===== src/rtl/io_tick_pkg.sv =====
// Shared register map and bit positions for the io_tick_timer block.
package io_tick_pkg;

    localparam logic [3:0] REG_COUNT    = 4'd0;
    localparam logic [3:0] REG_PRESCALE = 4'd1;
    localparam logic [3:0] REG_CTRL     = 4'd2;
    localparam logic [3:0] REG_STATUS   = 4'd3;
    localparam logic [3:0] REG_CMP0     = 4'd4;

    localparam int unsigned CTRL_EN         = 0;
    localparam int unsigned CTRL_OVF_IE     = 1;
    localparam int unsigned CTRL_CMP_IE_LSB = 2;

    localparam int unsigned ST_OVF     = 0;
    localparam int unsigned ST_CMP_LSB = 1;

endpackage


===== src/rtl/io_tick_timer_if.sv =====
// J1 I/O bus as seen by one peripheral: strobes, address, write data and read data.
interface io_tick_timer_if;

    logic        io_rd;
    logic        io_wr;
    logic [15:0] io_addr;
    logic [15:0] io_dout;
    logic [15:0] io_din;

    modport master (output io_rd, output io_wr, output io_addr, output io_dout, input io_din);
    modport slave  (input io_rd, input io_wr, input io_addr, input io_dout, output io_din);

endinterface


===== src/rtl/io_tick_prescaler.sv =====
// Down-counting prescaler: emits inc when pcnt reaches zero, then reloads from load_val.
module io_tick_prescaler #(
    parameter int unsigned PSC_W = 16
) (
    input  logic             clk,
    input  logic             resetq,
    input  logic             en,
    input  logic             load,
    input  logic [PSC_W-1:0] load_val,
    output logic             inc
);

    logic [PSC_W-1:0] pcnt_q, pcnt_d;

    assign inc = en && (pcnt_q == '0);

    // load_val carries the live PRESCALE value, so it also serves as the reload value.
    always_comb begin
        pcnt_d = pcnt_q;
        if (load) begin
            pcnt_d = load_val;
        end else if (en) begin
            pcnt_d = inc ? load_val : pcnt_q - PSC_W'(1);
        end
    end

    always_ff @(posedge clk or negedge resetq) begin
        if (!resetq) begin
            pcnt_q <= '0;
        end else begin
            pcnt_q <= pcnt_d;
        end
    end

endmodule


===== src/rtl/io_tick_timer.sv =====
// Prescaled tick counter with compare channels, W1C pending flags and a masked level irq.
module io_tick_timer
    import io_tick_pkg::*;
#(
    parameter int unsigned WIDTH   = 16,
    parameter int unsigned CH      = 2,
    parameter int unsigned PSC_W   = 16,
    parameter int unsigned SEL_BIT = 14
) (
    input  logic            clk,
    input  logic            resetq,
    io_tick_timer_if.slave  bus,
    output logic            irq,
    output logic            tick
);

    logic       sel, wr;
    logic [3:0] idx;
    logic       wr_count, wr_psc, wr_ctrl, wr_status;
    logic [CH-1:0] wr_cmp;

    logic [WIDTH-1:0] count_q, count_d, count_next;
    logic [PSC_W-1:0] prescale_q, psc_val;
    logic             en_q, ovf_ie_q;
    logic [CH-1:0]    cmp_ie_q;
    logic [WIDTH-1:0] cmp_q [CH];
    logic [CH:0]      pend_q, pend_d, pend_set, pend_clr;
    logic             irq_q, irq_d, tick_q, tick_d;
    logic             inc;
    logic [15:0]      rdata;
    logic             unused_bits;

    assign sel       = bus.io_addr[SEL_BIT];
    assign wr        = bus.io_wr & sel;
    assign idx       = bus.io_addr[3:0];
    assign wr_count  = wr && (idx == REG_COUNT);
    assign wr_psc    = wr && (idx == REG_PRESCALE);
    assign wr_ctrl   = wr && (idx == REG_CTRL);
    assign wr_status = wr && (idx == REG_STATUS);

    always_comb begin
        wr_cmp = '0;
        for (int n = 0; n < CH; n++) begin
            wr_cmp[n] = wr && (idx == 4'(int'(REG_CMP0) + n));
        end
    end

    // A PRESCALE write reloads pcnt with the new value on the same edge.
    assign psc_val = wr_psc ? bus.io_dout[PSC_W-1:0] : prescale_q;

    io_tick_prescaler #(
        .PSC_W (PSC_W)
    ) u_prescaler (
        .clk      (clk),
        .resetq   (resetq),
        .en       (en_q),
        .load     (wr_psc),
        .load_val (psc_val),
        .inc      (inc)
    );

    // Compare matches use the old CMPn; a COUNT write suppresses the increment and all flags.
    always_comb begin
        count_next = count_q + WIDTH'(1);
        pend_set   = '0;
        if (inc && !wr_count) begin
            pend_set[ST_OVF] = &count_q;
            for (int n = 0; n < CH; n++) begin
                pend_set[ST_CMP_LSB + n] = (count_next == cmp_q[n]);
            end
        end
        count_d  = wr_count ? bus.io_dout[WIDTH-1:0] : (inc ? count_next : count_q);
        pend_clr = wr_status ? bus.io_dout[CH:0] : '0;
        pend_d   = (pend_q & ~pend_clr) | pend_set;
        irq_d    = |(pend_q & {cmp_ie_q, ovf_ie_q});
        tick_d   = inc && !wr_count;
    end

    always_ff @(posedge clk or negedge resetq) begin
        if (!resetq) begin
            count_q    <= '0;
            prescale_q <= '0;
            en_q       <= 1'b1;
            ovf_ie_q   <= 1'b0;
            cmp_ie_q   <= '0;
            pend_q     <= '0;
            irq_q      <= 1'b0;
            tick_q     <= 1'b0;
            for (int n = 0; n < CH; n++) begin
                cmp_q[n] <= '0;
            end
        end else begin
            count_q <= count_d;
            pend_q  <= pend_d;
            irq_q   <= irq_d;
            tick_q  <= tick_d;
            if (wr_psc) begin
                prescale_q <= bus.io_dout[PSC_W-1:0];
            end
            if (wr_ctrl) begin
                en_q     <= bus.io_dout[CTRL_EN];
                ovf_ie_q <= bus.io_dout[CTRL_OVF_IE];
                cmp_ie_q <= bus.io_dout[CTRL_CMP_IE_LSB +: CH];
            end
            for (int n = 0; n < CH; n++) begin
                if (wr_cmp[n]) begin
                    cmp_q[n] <= bus.io_dout[WIDTH-1:0];
                end
            end
        end
    end

    always_comb begin
        rdata = '0;
        if (sel) begin
            case (idx)
                REG_COUNT:    rdata[WIDTH-1:0] = count_q;
                REG_PRESCALE: rdata[PSC_W-1:0] = prescale_q;
                REG_CTRL: begin
                    rdata[CTRL_EN]                 = en_q;
                    rdata[CTRL_OVF_IE]             = ovf_ie_q;
                    rdata[CTRL_CMP_IE_LSB +: CH]   = cmp_ie_q;
                end
                REG_STATUS:   rdata[CH:0] = pend_q;
                default: begin
                    for (int n = 0; n < CH; n++) begin
                        if (idx == 4'(int'(REG_CMP0) + n)) begin
                            rdata[WIDTH-1:0] = cmp_q[n];
                        end
                    end
                end
            endcase
        end
    end

    assign bus.io_din = rdata;
    assign irq        = irq_q;
    assign tick       = tick_q;

    // io_rd and the undecoded address/data bits have no function here.
    assign unused_bits = ^{bus.io_rd, bus.io_addr, bus.io_dout};

endmodule


===== src/flat_wrapper.sv =====
// flat-port wrapper written by rule: the top's interface ports become plain ports
module io_tick_timer_flat import io_tick_pkg::*;
#(
    parameter int unsigned WIDTH   = 16,
    parameter int unsigned CH      = 2,
    parameter int unsigned PSC_W   = 16,
    parameter int unsigned SEL_BIT = 14
)
  (clk, resetq, irq, tick, bus_io_rd, bus_io_wr, bus_io_addr, bus_io_dout, bus_io_din);
  io_tick_timer_if bus_i ();
  input  logic clk;
  input  logic resetq;
  output logic irq;
  output logic tick;
  input wire logic [$bits(bus_i.io_rd)-1:0] bus_io_rd;
  input wire logic [$bits(bus_i.io_wr)-1:0] bus_io_wr;
  input wire logic [$bits(bus_i.io_addr)-1:0] bus_io_addr;
  input wire logic [$bits(bus_i.io_dout)-1:0] bus_io_dout;
  output wire logic [$bits(bus_i.io_din)-1:0] bus_io_din;
  assign bus_i.io_rd = bus_io_rd;
  assign bus_i.io_wr = bus_io_wr;
  assign bus_i.io_addr = bus_io_addr;
  assign bus_i.io_dout = bus_io_dout;
  assign bus_io_din = bus_i.io_din;
  io_tick_timer #(.WIDTH(WIDTH), .CH(CH), .PSC_W(PSC_W), .SEL_BIT(SEL_BIT)) u_core (.clk(clk), .resetq(resetq), .bus(bus_i), .irq(irq), .tick(tick));
endmodule

===== config.mk =====
export PLATFORM = sky130hd
export DESIGN_NAME = io_tick_timer_flat
export DESIGN_NICKNAME = d
export VERILOG_FILES = /design/src/rtl/io_tick_pkg.sv /design/src/rtl/io_tick_timer_if.sv /design/src/rtl/io_tick_prescaler.sv /design/src/rtl/io_tick_timer.sv /design/src/flat_wrapper.sv
export SDC_FILE = /design/constraint.sdc
export NUM_CORES = 1
export LEC_CHECK = 0
export BUFFER_PORTS_ARGS = -buffer_cell sky130_fd_sc_hd__buf_4
export CAP_MARGIN = 20
export CORE_ASPECT_RATIO = 2
export CORE_MARGIN = 2
export CORE_UTILIZATION = 55
export DETAILED_ROUTE_END_ITERATION = 16
export GPL_TIMING_DRIVEN = 0
export PLACE_DENSITY = 0.77
export SETUP_SLACK_MARGIN = 0.2
export SLEW_MARGIN = 10
export SYNTH_ARGS = -nofsm -noshare
export SYNTH_HDL_FRONTEND = slang
export SYNTH_SLANG_ARGS = --single-unit

===== constraint.sdc =====
create_clock -name clk -period 6.8 [get_ports clk]
set_clock_uncertainty 0.2 [all_clocks]
set_input_delay 2.04 -clock clk [delete_from_list [all_inputs] [get_ports clk]]
set_output_delay 2.04 -clock clk [all_outputs]
set_load 0.01 [all_outputs]

==> impl_metrics.yaml, run 1 <==
status:
  status: "completed"
setup_path:
  reg2reg_depth: 7
  worstPathRequired_ns: 4.56
  crit_path_start_kind: "input port"
  ff2ff_setup_slack_ns: 3.86
  critPathMaxFanout: 10
  rr_startpoint: "u_core.count_q[1]"
  end_kind: "primary output"
  path_class: "in -> out"
  r2r_end: "u_core.pend_q[1]"
  crit_arrival_ns: 4.07
global_routing:
  antenna_found_initial: 0
  grt_pass1_wl_um: 30100
  grt_max_degree: 90
  grt.total_usage: 0.344
  grt_pass1_vias: 5556
  grt.overflow.total: 0
sta:
  period_needed_ns: 6.31
  relSlewSlack: 0.386
  slew_violations: 0
  hold_viol_final: 0
  tns_ns: 0
  rsz0062_at_grt: "no"
  setup_viol: 0
  fin_ws_ns: 0.487
  timing.fmax_ghz: 0.158
  worst_slew_pin_slew_ns: 0.915
  period_share: 0.928
min_path:
  hold_start: "u_core.prescale_q[12]"
  whs_endpoint: "u_core.prescale_q[12]"
  hp-class: "reg -> reg"
  whs_path_depth: 2
clock_tree:
  clock_latency_ns: 0.35
  cts-hold-fix-buffers: 0
  clock-root-buffer: "clkbuf_16"
  htreeDepth: 3
  cts_buffers: 9
  clock_path_buffers: 2
  cts.sinks: 89
  tritoncts: "yes"
  path_clk_slew_ns: 0.06
  cts_resized: 0
  post_cts_buffers: 0
die:
  die-area_um2: 11600
  initial_core_util: 0.562
  die_w_um: 77.2
  die_h_um: 150
  core_um2: 10500
  rows: 53
  ioPinCount: 54
logic_synthesis:
  yosys_warnings: 0
  synth-edff-count: 0
  synth-seq-cells: 89
  syn_nets: 681
  synth_seq_area_share: 0.378
  synth_area_per_cell_um2: 9.17
  synth_cell_types: 73
  netlist_instances: 642
  netlist_area_um2: 5890
  ys.flop_type: "dfrtp_1"
  postSynth.asyncResetShare: 1.00
placement:
  dpl.hpwl_um: 14100
  pre_cts_slack_ns: 0.534
  io_buffer_count: 40
  gp_congestion: 1.06
drt:
  route.vias.total: 5504
  first_pass_iters: 7
  wl_um: 19300
  drc: 0
  vias_per_cell: 6.61
  drt-initial-drc-count: 545
  wire_per_inst_um: 23.1
  drtAntennaViolNets: 0
power:
  p_leak_uw: 0.00271
  pwr-share-comb: 0.343
  p_int_uw: 1180
  ir_drop_mv: 0.233
  p_sw_frac: 0.384
  power.switching_uw: 736
  pwr-share-seq: 0.421
  power.density_nw_per_um2: 289
  clockPowerShare: 0.236
run:
  drv_cap: 0
final_layout:
  fillers: 941
  drive_gt1_frac: 0.184
  fin_util: 0.632
  areaGrowthSynthToFinish_pct: 12.4
  nets: 732
  diodes: 0
[per-layer routing]
layer / track usage / vias up / wire length, um
met5: 0 / - / 0
met2: 0.601 / 333 / 9840
li1: - / 2431 / -
met3: 0.0629 / 108 / 1300
met4: 0.222 / 0 / 1330
met1: 0.379 / 2632 / 6800
[worst max-delay path: stages]
cell and delay, ns:
buf_2 0.16, nor4b_2 0.66, clkbuf_1 0.58, a22oi_1 0.15, o21ai_0 0.17, and2_1 0.18
buf_4 0.12
[how the worst max path moves through the flow]
stage / startpoint / endpoint / slack (ns) / depth (start not counted)
2_1_floorplan: bus_io_addr[0] / bus_io_din[10] / 1.23 / 6
3_3_place_gp: bus_io_addr[0] / bus_io_din[7] / 0.54 / 7
3_5_place_dp: bus_io_addr[0] / bus_io_din[11] / 0.53 / 7
4_1_cts: bus_io_addr[0] / bus_io_din[11] / 0.54 / 7
5_1_grt: bus_io_addr[0] / bus_io_din[11] / 0.39 / 7
6_report: bus_io_addr[0] / bus_io_din[11] / 0.49 / 7
[cell families after synthesis]
group,synth area share
adder cells (fa/ha/maj),0.00807
XOR/XNOR,0.0737
AO/OA/AOI/OAI,0.163
multiplexers,0.115
AND/OR/NAND/NOR,0.219
buffers and inverters,0.0429
flip-flops,0.378
[layout by cell type, fill, tap and decap left out, drive strengths merged, types with 3 or more instances in the layout]
cell / count
mux2i: 19
a31oi: 4
nand3: 18
a32oi: 7
mux2: 37
a211oi: 4
nor2: 33
o21a: 6
nor3: 11
a21oi: 16
o31ai: 5
clkbuf: 36
nand4: 14
nor3b: 3
mux4: 3
or4: 4
buf: 62
and4: 5
and2: 13
nand2: 86
o22ai: 4
o21ai: 60
inv: 13
a222oi: 4
xor2: 15
nor4: 12
nand3b: 6
dfrtp: 88
ha: 3
and3: 5
a22oi: 14
nand2b: 4
a221oi: 5
nor4bb: 3
or3: 4
nor2b: 8
xnor2: 32
[power by group through the flow]
stage	Sequential, uW	Combinational [uW]	Clock [uW]
floorplan	759	476	0
global placement	800	628	0
detailed placement	806	641	0
CTS	797	645	455
global route	819	717	477
finish	807	657	452
[synthesized netlist by cell type, drive strengths merged (15+ instances only)]
cell type	instances	area (um2)
o21ai	60	300
nand3	18	103
dfrtp	88	2200
buf	22	110
xnor2	32	280
mux2	37	420
nand2	86	323
a21oi	16	80.1
clkbuf	25	93.8
xor2	15	131
nor2	33	124
mux2i	19	190
[stage by stage]
step                      instance area, um2  cells  hold slack, ns  power (uW)
after floorplan                         5890    642           0.259        1240
after global placement                  6360    819           0.292        1430
after detailed placement                6360    819           0.296        1450
after CTS                               6610    833           0.310        1900
after global routing                    6620    833           0.343        2010
final                                   6620    833           0.315        1920
[layout make-up]
| class | instances | area (um2) | area share |
|---|---|---|---|
| plain buffers | 47 | 204 | 0.0308 |
| repair buffers | 40 | 304 | 0.0459 |
| flip-flops and latches | 89 | 2230 | 0.337 |
| clock buffers | 11 | 233 | 0.0352 |
| well taps | 137 | 171 | 0.0259 |
| inverters | 13 | 48.8 | 0.00737 |
| multi-input cells | 493 | 3410 | 0.515 |
| clock inverters | 3 | 20.0 | 0.00303 |
[sequential cells by signal (all words and copies together), names as in the netlist]
signal	flops
u_core.cmp_ie_q	2
u_core.cmp_q	32
u_core.count_q	16
u_core.en_q	1
u_core.irq	1
u_core.ovf_ie_q	1
u_core.pend_q	3
u_core.prescale_q	16
u_core.tick	1
u_core.u_prescaler.pcnt_q	16
Note: power is estimated with default switching activity, not from simulation.
==> run 2, diff against run 1 <==
--- a/config.mk
+++ b/config.mk
@@ -17,4 +17,5 @@
 export SLEW_MARGIN = 10
 export SYNTH_ARGS = -nofsm -noshare
 export SYNTH_HDL_FRONTEND = slang
+export SYNTH_HIERARCHICAL = 1
 export SYNTH_SLANG_ARGS = --single-unit
==> run 2 against run 1 <==
  * Die area decreased by 2.8%
  * Total power is 9.8% higher
  * Cell area is 0.61% lower
  * Clock power up 34%
  * Worst setup slack better by 0.14 ns
  * Final cell count is 8.0% lower
  * Sequential power down 1%
  * Combinational power up 6.4%
  * Sequential share of layout area increased by 0.20 points
  * Synthesized cell count is 11% lower
  * Via count fell by 11%
  * Register-to-register slack lost 0.52 ns
  * Largest power group unchanged
==> impl_metrics.yaml, run 2 <==
final_layout:
  drive_gt1_frac: 0.242
  fin_util: 0.648
  final_cells: 766
  diodes: 0
  regMostFlops: "u_core/cmp_q"
  layout_commonest_cell: "dfrtp_1"
  areaGrowthSynthToFinish_pct: 15.1
  nets: 664
  layout_common_cells: "dfrtp_1, nand2_1, mux2_2"
  final_area_um2: 6580
  largest_register_ffs: 32
placement:
  placed_area_um2: 6180
  gp_congestion: 1.07
  dpl.hpwl_um: 13300
  placed_cells: 748
  io_buffer_count: 39
  pre_cts_slack_ns: 0.754
logic_synthesis:
  yosysMostFrequentCell: "dfrtp_1"
  netlist_area_um2: 5720
  yosysTopAreaCellShare: 0.385
  synth_cell_types: 72
  synth_top_family_by_area: "simple AND/OR/NAND/NOR gates"
  synth_compound_area_frac: 0.124
  netlist_instances: 574
  synth-xor-area-share: 0.0852
  synth_area_per_cell_um2: 9.96
  synth-seq-cells: 89
  synthAdderAreaFrac: 0.00438
  synth_commonest_cells: "dfrtp_1, nand2_1, mux2_2, xnor2_1, mux2i_1"
  syn_nets: 612
  postSynth.asyncResetShare: 1.00
  synth_seq_area_share: 0.390
  synth-simple-area-share: 0.177
  synth-edff-count: 0
  yosys_warnings: 6
  muxShareOfSynthArea: 0.170
  ys.flop_type: "dfrtp_1"
  yosys-top-cells-area: "dfrtp_1, mux2_2, xnor2_1"
  yosysTopAreaCell: "dfrtp_1"
setup_path:
  end_kind: "primary output"
  worstPathRequired_ns: 4.56
  rr_startpoint: "u_core/u_prescaler/pcnt_q[0]"
  crit_arrival_ns: 3.93
  r2r_end: "u_core/pend_q[2]"
  critPathMaxFanout: 10
  path_class: "in -> out"
  reg2reg_depth: 10
  ff2ff_setup_slack_ns: 3.34
  crit_path_start_kind: "input port"
drt:
  first_pass_iters: 5
  route.vias.total: 4883
  drtAntennaViolNets: 0
  vias_per_cell: 6.37
  wl_um: 18000
  drt-initial-drc-count: 411
  drc: 0
  wire_per_inst_um: 23.5
sta:
  rsz0062_at_grt: "no"
  tns_ns: 0
  slew_violations: 0
  period_needed_ns: 6.17
  fin_ws_ns: 0.628
  period_share: 0.908
  relSlewSlack: 0.337
  hold_viol_final: 0
  worst_slew_pin_slew_ns: 0.995
  timing.fmax_ghz: 0.162
  setup_viol: 0
global_routing:
  grt_pass1_vias: 5153
  grt.overflow.total: 0
  grt_max_degree: 90
  grt_pass1_wl_um: 28200
  antenna_found_initial: 0
  grt.total_usage: 0.330
min_path:
  whs_path_depth: 1
  whs_endpoint: "u_core/prescale_q[9]"
  hold_start: "u_core/prescale_q[9]"
  hp-class: "reg -> reg"
power:
  p_leak_uw: 0.00274
  pwr-share-seq: 0.379
  power.switching_uw: 738
  power.density_nw_per_um2: 320
  ir_drop_mv: 0.262
  p_int_uw: 1370
  clockPowerShare: 0.289
  pwr-share-comb: 0.333
  p_sw_frac: 0.351
clock_tree:
  post_cts_buffers: 0
  path_clk_slew_ns: 0.06
  clock_path_buffers: 2
  clock-root-buffer: "clkbuf_16"
  htreeDepth: 3
  clock_latency_ns: 0.34
  tritoncts: "yes"
  cts-hold-fix-buffers: 0
  cts.sinks: 89
  cts_buffers: 9
  cts_resized: 0
die:
  core_um2: 10100
  die-area_um2: 11300
  initial_core_util: 0.563
  die_w_um: 76.1
  die_h_um: 148
  ioPinCount: 54
  rows: 52
run:
  drv_cap: 0
status:
  status: "completed"
-- run 2: changes by cell type after synthesis, sizes merged, moves of 6 or more --
cell,before,now
mux2i,19,34
o21a,6,0
nand2,86,52
nor2b,8,1
a22oi,14,0
mux2,37,48
clkbuf,25,13
o21ai,60,32
o22ai,4,16
xnor2,32,42
-- run 2: metal layers --
| metal | GRT usage | part of all wire | vias to the layer above |
|---|---|---|---|
| li1 | - | - | 2191 |
| met1 | 0.356 | 0.36 | 2425 |
| met2 | 0.610 | 0.55 | 213 |
| met3 | 0.0522 | 0.049 | 54 |
| met4 | 0.180 | 0.046 | 0 |
| met5 | 0 | 0 | - |
-- run 2: power groups by stage --
stage | registers, uW | logic [uW] | clock network [uW]
3_5_place_dp | 797 | 681 | 0
3_3_place_gp | 789 | 668 | 0
6_report | 796 | 699 | 607
2_1_floorplan | 753 | 510 | 0
4_1_cts | 788 | 685 | 615
5_1_grt | 808 | 752 | 640
-- run 2: worst max-delay path, stage by stage --
cell and delay (ns):
buf_2 0.20, buf_1 0.77, mux4_2 0.43, nand2_1 0.08
o21ai_0 0.08, and2_1 0.18, buf_4 0.13
-- run 2: worst max-delay path by stage --
stage | start | endpoint | slack (ns) | cells past startpoint
after global placement | bus_io_addr[0] | bus_io_din[1] | 0.76 | 7
final | bus_io_addr[0] | bus_io_din[1] | 0.63 | 7
after floorplan | bus_io_addr[0] | bus_io_din[1] | 1.27 | 6
after global routing | bus_io_addr[0] | bus_io_din[1] | 0.59 | 7
after CTS | bus_io_addr[0] | bus_io_din[1] | 0.69 | 7
after detailed placement | bus_io_addr[0] | bus_io_din[2] | 0.75 | 7
-- run 2: kinds of logic (layout without fill, tap and decap cells) --
| group | after synthesis | in the layout |
|---|---|---|
| simple gates | 180 | 180 |
| xor+xnor | 54 | 54 |
| compound gates | 107 | 107 |
| buf+inv | 56 | 113 |
| mux | 86 | 86 |
| fa+ha+maj | 2 | 2 |
| flops | 89 | 89 |
-- run 2: area by class of cell --
class / count / area [um2]
plain buffers: 39 / 223
clock buffers: 11 / 233
clock inverters: 5 / 129
fillers: 880 / 3570
inverters: 17 / 63.8
multi-input cells: 429 / 3200
flip-flops and latches: 89 / 2230
well taps: 135 / 169
repair buffers: 41 / 332
-- run 2: metrics by stage --
| step | hold slack (ns) | power, uW |
|---|---|---|
| after floorplan | 0.253 | 1260 |
| after global placement | 0.291 | 1460 |
| after detailed placement | 0.296 | 1480 |
| after CTS | 0.325 | 2090 |
| after global routing | 0.348 | 2200 |
| final | 0.332 | 2100 |
==> run 3, diff against run 2 <==
--- a/config.mk
+++ b/config.mk
@@ -5,6 +5,7 @@
 export SDC_FILE = /design/constraint.sdc
 export NUM_CORES = 1
 export LEC_CHECK = 0
+export ABC_AREA = 1
 export BUFFER_PORTS_ARGS = -buffer_cell sky130_fd_sc_hd__buf_4
 export CAP_MARGIN = 20
 export CORE_ASPECT_RATIO = 2
==> run 3 against run 2 <==
  * Clock-buffer cell count is 1 higher
  * Area after synthesis decreased by 0.61%
  * Synthesized cell count increased by 38%
  * Clock power shrank 16%
  * Combinational power grew 9.3%
  * Flip-flop and latch count did not move
  * Wire length decreased by 0.71%
  * Register-to-register slack improved by 0.57 ns
  * Die area shrank 0.59%
  * Total power grew 0.44%
  * Cell area decreased by 1.7%
  * First-iteration DRC count rose by 36%
  * Critical path type unchanged
  * Largest power group unchanged
  * Highest routed layer unchanged
==> impl_metrics.yaml, run 3 <==
sta:
  setup_viol: 0
  worst_slew_pin_slew_ns: 0.869
  hold_viol_final: 0
  tns_ns: 0
  rsz0062_at_grt: "no"
  whs_ns: 0.306
  slew_violations: 0
  period_share: 0.889
  timing.fmax_ghz: 0.166
  relSlewSlack: 0.421
  period_needed_ns: 6.04
setup_path:
  cp_slowest_cell: "nor4_4"
  crit_arrival_ns: 3.80
  worstPathRequired_ns: 4.56
  critPathMaxFanout: 10
  max_stage_delay_ns: 0.54
  ff2ff_setup_slack_ns: 3.91
  crit_family: "buffers and inverters"
  end_kind: "primary output"
  cpMostUsedCell: "buf_4"
  crit_path_start_kind: "input port"
  path_buf_inv: 3
  worstPathCellList: "buf_4, nor4_4, clkbuf_1, a221oi_1, nor3_2, buf_4"
  path_class: "in -> out"
power:
  ir_drop_mv: 0.214
  power.density_nw_per_um2: 327
  p_leak_uw: 0.00316
clock_tree:
  clock-root-buffer: "clkbuf_16"
  post_cts_buffers: 0
  clock_path_buffers: 2
  htreeDepth: 3
  cts_buffers: 9
  cts-hold-fix-buffers: 0
  clock_latency_ns: 0.35
  cts_resized: 0
  path_clk_slew_ns: 0.06
  cts.sinks: 89
  tritoncts: "yes"
final_layout:
  regMostFlops: "u_core/cmp_q"
  diodes: 0
  layout_commonest_cell: "nand2_1"
  largest_register_ffs: 32
  nets: 883
  drive_gt1_frac: 0.127
  areaGrowthSynthToFinish_pct: 13.9
  fin_util: 0.641
  layout_common_cells: "nand2_1, inv_1, dfrtp_1"
logic_synthesis:
  yosys_warnings: 6
  yosysTopAreaCell: "dfrtp_1"
  synth_seq_area_share: 0.392
  yosysMostFrequentCell: "nand2_1"
  synth-edff-count: 0
  synth_cell_types: 40
  netlist_area_um2: 5680
  synth-seq-cells: 89
  yosys-top-cells-area: "dfrtp_1, nand2_1, inv_1"
  netlist_instances: 793
  synth_commonest_cells: "nand2_1, inv_1, dfrtp_1, nand3_1, o21ai_0"
  yosysTopAreaCellShare: 0.388
  ys.flop_type: "dfrtp_1"
  syn_nets: 831
  postSynth.asyncResetShare: 1.00
  synth_area_per_cell_um2: 7.16
drt:
  route.vias.total: 5801
  drtAntennaViolNets: 0
  met3_length_um: 1030
  vias_per_cell: 5.89
  wire_per_inst_um: 18.1
  first_pass_iters: 8
  top_layer_used: "met4"
  dr_wl_met2_um: 9320
  wl_met1_um: 6420
  drc: 0
  wl_um: 17800
  drt-initial-drc-count: 558
placement:
  io_buffer_count: 41
  gp_congestion: 0.992
  dpl.hpwl_um: 13500
die:
  die_h_um: 148
  ioPinCount: 54
  die_w_um: 75.9
  rows: 52
  initial_core_util: 0.563
  die-area_um2: 11200
  core_um2: 10100
status:
  status: "completed"
min_path:
  hp-class: "reg -> reg"
global_routing:
  grt.overflow.total: 0
  antenna_found_initial: 0
  grt.total_usage: 0.338
  grt_pass1_wl_um: 28200
  grt_max_degree: 90
  grt_pass1_vias: 5678
run:
  drv_cap: 0
run 3: cell count changes after synthesis, sizes merged, moves of 15 or more:
cell / previous run / this run
nand2: 52 / 268
inv: 17 / 110
nand3: 17 / 78
mux2: 48 / 0
xnor2: 42 / 5
mux2i: 34 / 0
o21ai: 32 / 64
a221oi: 1 / 28
nor2: 31 / 48
and2: 16 / 1
buf: 26 / 11
run 3: cell families after synthesis:
kind of cell | Yosys count | synth area share
xor+xnor | 10 | 0.0154
simple gates | 437 | 0.353
fa+ha+maj | 2 | 0.00440
buf+inv | 135 | 0.0956
compound gates | 120 | 0.139
flops | 89 | 0.392
run 3: power breakdown:
group	total [uW]	leakage [uW]	switching [uW]	internal, uW
clock	511	0.000149	206	305
sequential	837	0.00115	170	667
combinational	764	0.00186	478	286
run 3: worst min-delay path, delay by kind of cell, from the launching register on:
family | cells | cell delay [ns]
flops | 1 | 0.34
simple gates | 1 | 0.05
compound gates | 1 | 0.07
run 3: area by class of cell:
| type | instances | area, um2 |
|---|---|---|
| Clock inverter | 4 | 51.3 |
| Tap cell | 135 | 169 |
| Buffer | 25 | 130 |
| Inverter | 110 | 413 |
| Multi-Input combinational cell | 569 | 2910 |
| Clock buffer | 12 | 256 |
| Fill cell | 993 | 3620 |
| Sequential cell | 89 | 2230 |
| Timing Repair Buffer | 41 | 312 |
run 3: final timing paths:
check | cells past startpoint | to | startpoint
max | 6 | bus_io_din[12] | bus_io_addr[1]
min | 2 | u_core/cmp_ie_q[0] | u_core/cmp_ie_q[0]
max reg2reg | 15 | u_core/pend_q[2] | u_core/u_prescaler/pcnt_q[0]
min reg2reg | 2 | u_core/cmp_ie_q[0] | u_core/cmp_ie_q[0]
max in group asynchronous | 1 | u_core/ovf_ie_q | resetq
min in group asynchronous | 1 | u_core/u_prescaler/pcnt_q[13] | resetq
run 3: metal layers:
layer | global-route usage | vias up
li1 | - | 2735
met3 | 0.0559 | 85
met2 | 0.577 | 261
met1 | 0.381 | 2720
met4 | 0.188 | 0
met5 | 0 | -
run 3: through the flow:
step | cells | instance area [um2] | power (uW) | setup slack, ns
after global placement | 969 | 6160 | 1560 | 0.797
after detailed placement | 969 | 6160 | 1590 | 0.813
final | 985 | 6470 | 2110 | 0.758
after CTS | 985 | 6460 | 2110 | 0.809
after floorplan | 793 | 5680 | 1370 | 1.50
after global routing | 985 | 6470 | 2260 | 0.719
